--- config.mk ---
export PLATFORM = sky130hd
export DESIGN_NAME = wb_fuzz_burst_master
export DESIGN_NICKNAME = d
export VERILOG_FILES = /design/src/rtl/wb_fuzz_pkg.sv /design/src/rtl/wb_fuzz_timeout.sv /design/src/rtl/wb_fuzz_burst_master.sv
export SDC_FILE = /design/constraint.sdc
export NUM_CORES = 1
export LEC_CHECK = 0
export ABC_CLOCK_PERIOD_IN_PS = 3200
export CORE_AREA = 2 2 258 260
export CTS_BUF_LIST = sky130_fd_sc_hd__clkbuf_16
export CTS_CLUSTER_DIAMETER = 50
export DETAILED_ROUTE_END_ITERATION = 8
export DIE_AREA = 0 0 260 262
export PLACE_DENSITY = 0.67
export SLEW_MARGIN = 10
export SYNTH_ARGS = -nofsm -noshare
export SYNTH_HDL_FRONTEND = slang
export SYNTH_SLANG_ARGS = --single-unit
--- constraint.sdc ---
create_clock -name clk -period 3.2 [get_ports clk]
set_clock_uncertainty 0.2 [all_clocks]
set_input_delay 0.32 -clock clk [delete_from_list [all_inputs] [get_ports clk]]
set_output_delay 0.32 -clock clk [all_outputs]
set_load 0.01 [all_outputs]
--- src/rtl/wb_fuzz_pkg.sv ---
// Shared constants and types for the Wishbone fuzz burst master.
package wb_fuzz_pkg;

  localparam logic [2:0] CTI_CLASSIC = 3'b000;
  localparam logic [2:0] CTI_INCR    = 3'b010;
  localparam logic [2:0] CTI_END     = 3'b111;
  localparam logic [1:0] BTE_LINEAR  = 2'b00;

  typedef enum logic [1:0] {
    ST_OK      = 2'b00,
    ST_ERR     = 2'b01,
    ST_TIMEOUT = 2'b10
  } status_e;

  typedef enum logic [1:0] {
    IDLE = 2'b00,
    BUS  = 2'b01,
    RESP = 2'b10
  } state_e;

endpackage

--- src/rtl/wb_fuzz_timeout.sv ---
// Saturating cycle counter with synchronous clear. expired pulses in the
// cycle the count sits at CYCLES-1 while enabled and not being cleared.
module wb_fuzz_timeout #(
  parameter int unsigned CYCLES = 256
) (
  input  logic clk,
  input  logic rst_n,
  input  logic clr,
  input  logic en,
  output logic expired
);

  localparam int unsigned CW = (CYCLES > 1) ? $clog2(CYCLES) : 1;
  localparam logic [CW-1:0] LAST = CW'(CYCLES - 1);

  logic [CW-1:0] cnt;

  // count up while enabled, hold at LAST, clear on request
  always_ff @(posedge clk or negedge rst_n) begin
    if (!rst_n)                  cnt <= '0;
    else if (clr)                cnt <= '0;
    else if (en && cnt != LAST)  cnt <= cnt + CW'(1);
  end

  assign expired = en && !clr && (cnt == LAST);

endmodule

--- src/rtl/wb_fuzz_burst_master.sv ---
// Wishbone B4 incrementing-burst master driven by a single valid/ready
// request channel. Bursts end on final ack, on err_i, or on slave timeout;
// the outcome is returned on the response channel.
// Optional statistics counters are built when WB_FUZZ_STATS_EN is defined.
module wb_fuzz_burst_master
  import wb_fuzz_pkg::*;
#(
  parameter int unsigned ADDR_WIDTH     = 32,
  parameter int unsigned DATA_WIDTH     = 32,
  parameter int unsigned MAX_BEATS      = 8,
  parameter int unsigned TIMEOUT_CYCLES = 256
) (
  input  logic                             clk,
  input  logic                             rst_n,
  input  logic                             req_valid,
  output logic                             req_ready,
  input  logic                             req_we,
  input  logic [ADDR_WIDTH-1:0]            req_addr,
  input  logic [$clog2(MAX_BEATS)-1:0]     req_len,
  input  logic [DATA_WIDTH/8-1:0]          req_sel,
  input  logic [MAX_BEATS*DATA_WIDTH-1:0]  req_wdata,
  output logic                             rsp_valid,
  input  logic                             rsp_ready,
  output logic [MAX_BEATS*DATA_WIDTH-1:0]  rsp_rdata,
  output logic [1:0]                       rsp_status,
  output logic [$clog2(MAX_BEATS):0]       rsp_beats,
  output logic                             wbm_cyc_o,
  output logic                             wbm_stb_o,
  output logic                             wbm_we_o,
  output logic [ADDR_WIDTH-1:0]            wbm_adr_o,
  output logic [DATA_WIDTH-1:0]            wbm_dat_o,
  input  logic [DATA_WIDTH-1:0]            wbm_dat_i,
  output logic [DATA_WIDTH/8-1:0]          wbm_sel_o,
  output logic [2:0]                       wbm_cti_o,
  output logic [1:0]                       wbm_bte_o,
  input  logic                             wbm_ack_i,
  input  logic                             wbm_err_i
`ifdef WB_FUZZ_STATS_EN
  ,
  output logic [31:0]                      stat_txn_cnt,
  output logic [15:0]                      stat_err_cnt,
  output logic [15:0]                      stat_to_cnt
`endif
);

  localparam int unsigned LW = $clog2(MAX_BEATS);
  localparam logic [ADDR_WIDTH-1:0] STEP = ADDR_WIDTH'(DATA_WIDTH / 8);

  state_e                               state;
  logic [LW-1:0]                        len_q;
  logic [LW-1:0]                        beat;
  logic [LW-1:0]                        beat_nx;
  logic [MAX_BEATS-1:0][DATA_WIDTH-1:0] wbuf;
  logic [MAX_BEATS-1:0][DATA_WIDTH-1:0] rbuf;
  logic                                 to_clr;
  logic                                 to_en;
  logic                                 to_expired;

  assign beat_nx   = beat + LW'(1);
  assign rsp_rdata = rbuf;
  assign wbm_bte_o = BTE_LINEAR;

  // Timer runs only while on the bus; each ack restarts the window.
  assign to_en  = (state == BUS);
  assign to_clr = (state != BUS) || wbm_ack_i;

  wb_fuzz_timeout #(.CYCLES(TIMEOUT_CYCLES)) u_timeout (
    .clk     (clk),
    .rst_n   (rst_n),
    .clr     (to_clr),
    .en      (to_en),
    .expired (to_expired)
  );

  // Control FSM: accept request, run burst, hold response until consumed
  always_ff @(posedge clk or negedge rst_n) begin
    if (!rst_n) begin
      state      <= IDLE;
      req_ready  <= 1'b1;
      rsp_valid  <= 1'b0;
      rsp_status <= ST_OK;
      rsp_beats  <= '0;
      wbm_cyc_o  <= 1'b0;
      wbm_stb_o  <= 1'b0;
      wbm_we_o   <= 1'b0;
      wbm_adr_o  <= '0;
      wbm_dat_o  <= '0;
      wbm_sel_o  <= '1;
      wbm_cti_o  <= CTI_CLASSIC;
      len_q      <= '0;
      beat       <= '0;
      wbuf       <= '0;
      rbuf       <= '0;
    end else begin
      case (state)
        IDLE: begin
          if (req_valid) begin
            wbuf       <= req_wdata;
            rbuf       <= '0;
            len_q      <= req_len;
            beat       <= '0;
            rsp_beats  <= '0;
            rsp_status <= ST_OK;
            wbm_cyc_o  <= 1'b1;
            wbm_stb_o  <= 1'b1;
            wbm_we_o   <= req_we;
            wbm_adr_o  <= req_addr;
            wbm_sel_o  <= req_sel;
            wbm_dat_o  <= req_wdata[DATA_WIDTH-1:0];
            // single-beat requests go out as classic cycles
            wbm_cti_o  <= (req_len == '0) ? CTI_CLASSIC : CTI_INCR;
            req_ready  <= 1'b0;
            state      <= BUS;
          end
        end
        BUS: begin
          // err takes priority over a simultaneous ack; that beat is not counted
          if (wbm_err_i) begin
            wbm_cyc_o  <= 1'b0;
            wbm_stb_o  <= 1'b0;
            wbm_cti_o  <= CTI_CLASSIC;
            rsp_status <= ST_ERR;
            rsp_valid  <= 1'b1;
            state      <= RESP;
          end else if (wbm_ack_i) begin
            if (!wbm_we_o) rbuf[beat] <= wbm_dat_i;
            rsp_beats <= rsp_beats + (LW+1)'(1);
            if (beat == len_q) begin
              wbm_cyc_o  <= 1'b0;
              wbm_stb_o  <= 1'b0;
              wbm_cti_o  <= CTI_CLASSIC;
              rsp_status <= ST_OK;
              rsp_valid  <= 1'b1;
              state      <= RESP;
            end else begin
              beat      <= beat_nx;
              wbm_adr_o <= wbm_adr_o + STEP;
              wbm_dat_o <= wbuf[beat_nx];
              wbm_cti_o <= (beat_nx == len_q) ? CTI_END : CTI_INCR;
            end
          end else if (to_expired) begin
            wbm_cyc_o  <= 1'b0;
            wbm_stb_o  <= 1'b0;
            wbm_cti_o  <= CTI_CLASSIC;
            rsp_status <= ST_TIMEOUT;
            rsp_valid  <= 1'b1;
            state      <= RESP;
          end
        end
        RESP: begin
          if (rsp_ready) begin
            rsp_valid <= 1'b0;
            req_ready <= 1'b1;
            state     <= IDLE;
          end
        end
        default: state <= IDLE;
      endcase
    end
  end

`ifdef WB_FUZZ_STATS_EN
  // Saturating counts of delivered responses, split out by failure kind
  always_ff @(posedge clk or negedge rst_n) begin
    if (!rst_n) begin
      stat_txn_cnt <= '0;
      stat_err_cnt <= '0;
      stat_to_cnt  <= '0;
    end else if (rsp_valid && rsp_ready) begin
      if (stat_txn_cnt != '1) stat_txn_cnt <= stat_txn_cnt + 32'd1;
      if (rsp_status == ST_ERR && stat_err_cnt != '1)
        stat_err_cnt <= stat_err_cnt + 16'd1;
      if (rsp_status == ST_TIMEOUT && stat_to_cnt != '1)
        stat_to_cnt <= stat_to_cnt + 16'd1;
    end
  end
`endif

endmodule

==> out/metrics.csv <==
metric,value,unit
power per standard cell area,904,nW/um2
DIE HEIGHT,262,um
WS Path Type,reg -> reg,
Post-synth ARST share,100,%
Worst Setup SP,state[0],
hold buffers post-CTS,1,
Max-Cap Viols,0,
Peak Freq,339,MHz
Worst R2R Setup Slack,0.25,ns
CP Launch Type,register,
Worst Tran Pin Value,1.20,ns
Horiz. Die Dim,260,um
Final ANT Viol Nets,0,
Final Power,32.9,mW
placed cell areas,34000,um2
mapped cell area,26000,um2
post-synth top area share,58.1,%
Boundary Pins,674,
Yosys reg bits,608,
Clock Tree Buf Depth,3,
Setup Buffers After CTS,0,
sink count of the clock tree,608,
cell type with the highest aggregate area in the netlist,dfrtp_1,
Yosys cell types,62,
hold wc startpoint,req_addr[1],
DRC Markers,0,
layout cells sized above 1,21.4,%
CTS buffer count,73,
P_leak,15.0,nW
GRT Util Overall,25.1,%
violation count after the first detailed-routing iteration,1969,
Hold WC Path Type,in -> reg,
antenna violations before repair,19,
main area contributors after synthesis,"dfrtp_1, mux2_2, a32o_1",
"Warnings, synthesis",0,
WP data arrival,3.27,ns
final wirelength,87200,um
post-DP HPWL,62500,um
reg2reg end,wbm_adr_o[11],
clock latency on the worst-skew pair,0.60,ns
vias in the first global route,20800,
Slew HR,19.7,%
Max Fanout on Critical Path,21,
worst ir drop on vdd,0.647,mV
Synth Flop Type,dfrtp_1,
DR pass1 iterations,6,
first-pass GRT wire length,130000,um
H-tree depth,3,
Filler cells,5335,
RePlAce Congestion,0.906,
final instance area,36400,um2
post-layout min period,2.95,ns
NumNets Final,2897,
via count,20200,
Hold EP,wbm_adr_o[1],
Mean Syn Cell Area,13.5,um2
Final Max Slew Viols,0,
worst r2r src,state[0],
top-count cell post-synth,dfrtp_1,
post-cts resize count,0,
Final Hold Viols,0,
RSZ-0062 raised after global routing,false,
area grow syn2layout,40.0,%
post-synthesis cell count,1930,
Final Cycle Share,92.3,%
largest net degree at the start of global routing,66,
sequential-to-total area share from yosys stat,58.6,%
reg2reg path depth,7,
setup_tns,0,ns
Synth top cells by count,"dfrtp_1, mux2_2, a32o_1",
GRT overflow,0,
Die ar.,68100,um2
number of port buffers,671,
CP endpoint kind,register,
num rows,94,
initial core utilization,39.8,%
CTS tree,yes,
status,finished clean,
Clock transition at path regs,0.06,ns
wire length per cell,25.0,um
drt via density,5.81,
Root Buffer,clkbuf_16,
Core ar.,65300,um2
final core utilization,55.8,%
"EDFF count, synth",0,
Final setup viols,0,
Worst Hold Path Cells,3,
WP data required,3.52,ns
per-stage QoR:
stage          hold slack (ns)  setup WS [ns]  std cells
6_report                0.0839          0.247       3484
5_1_grt                 0.0682         0.0643       3482
4_1_cts                 0.0444          0.311       3474
3_5_place_dp             0.147          0.335       3343
3_3_place_gp             0.140          0.400       3343
2_1_floorplan           -0.176          0.872       1931
where the power goes:
part	internal (mW)	total (mW)	switching (mW)	leakage, nW
registers	10.2	11.9	1.69	7.76
logic	6.39	12.8	6.40	6.06
clock network	4.90	8.27	3.37	1.20
layout by cell type (no fill, tap or decap), types with 8 or more instances in the layout:
| cell | Yosys | routed |
|---|---|---|
| nand3_1 | 57 | 57 |
| diode_2 | 0 | 10 |
| a32o_1 | 257 | 257 |
| clkinv_1 | 0 | 11 |
| mux4_2 | 64 | 64 |
| bufinv_16 | 0 | 8 |
| nand2_1 | 134 | 133 |
| o21ai_0 | 80 | 80 |
| mux2_2 | 267 | 267 |
| buf_12 | 0 | 19 |
| mux2i_1 | 14 | 14 |
| and3_1 | 14 | 14 |
| nor3_1 | 21 | 20 |
| inv_1 | 13 | 26 |
| o22ai_1 | 15 | 15 |
| a21oi_1 | 28 | 28 |
| clkdlybuf4s50_1 | 0 | 670 |
| dfrtp_1 | 603 | 602 |
| buf_4 | 4 | 63 |
| nor2_1 | 27 | 25 |
| clkbuf_16 | 0 | 74 |
| nand4_1 | 13 | 13 |
state kept, by name, summed over array words and instances (netlist names):
register       cells
req_ready          1
u_timeout.cnt      8
state              2
wbm_dat_o         32
wbm_we_o           1
rsp_valid          1
len_q              3
wbm_adr_o         32
wbuf             256
rsp_beats          4
beat               3
wbm_cti_o          2
rsp_rdata        256
rsp_status         2
wbm_stb_o          1
wbm_sel_o          4
routing by layer:
metal / wire length, um / global-route usage, % / up-vias / part of all wire (%)
met2: 43300 / 42.4 / 992 / 50
met5: 122 / 0 / - / 0.14
met1: 33400 / 30.7 / 10400 / 38
li1: - / - / 8639 / -
met4: 3050 / 10.3 / 20 / 3.5
met3: 7350 / 6.55 / 193 / 8.4
cell families (layout without fill, tap and decap cells):
kind of cell | count (synthesis) | in the layout | synth area share (%)
flip-flops | 608 | 608 | 58.6
AO/OA/AOI/OAI | 427 | 427 | 13.8
multiplexers | 346 | 346 | 17.7
AND/OR/NAND/NOR | 312 | 312 | 5.77
buffers and inverters | 218 | 897 | 3.47
XOR/XNOR | 10 | 10 | 0.337
adder cells (fa/ha/maj) | 8 | 8 | 0.385
other | 1 | 12 | 0.0144
critical path, stage by stage, from the launching register on:
cell     delay, ns
dfrtp_1       0.42
inv_1         0.13
ha_1          0.32
mux2i_2       0.56
a21o_1        0.64
nor2_1        0.19
a41o_1        0.26
a21oi_1       0.16
layout make-up:
class                      count  area (um2)  area share (%)
sequential                   608       15200            41.8
multi-input combinational   1105       10000            27.5
timing repair buffer         754        7580            20.8
clock buffer                  74        1850            5.09
tap                          864        1080            2.97
clock inverter                56         556            1.53
inverter                      13        48.8           0.134
antenna                       10        25.0          0.0687
worst max-delay path by stage:
| stage | end | slack [ns] | depth (start not counted) |
|---|---|---|---|
| floorplan | wbm_dat_o[7] | 0.87 | 8 |
| global placement | wbm_adr_o[30] | 0.40 | 7 |
| detailed placement | wbm_adr_o[4] | 0.34 | 7 |
| CTS | wbm_adr_o[4] | 0.31 | 7 |
| global route | wbm_adr_o[4] | 0.06 | 7 |
| finish | wbm_adr_o[11] | 0.25 | 7 |
Power figures use the tool's default switching activity.
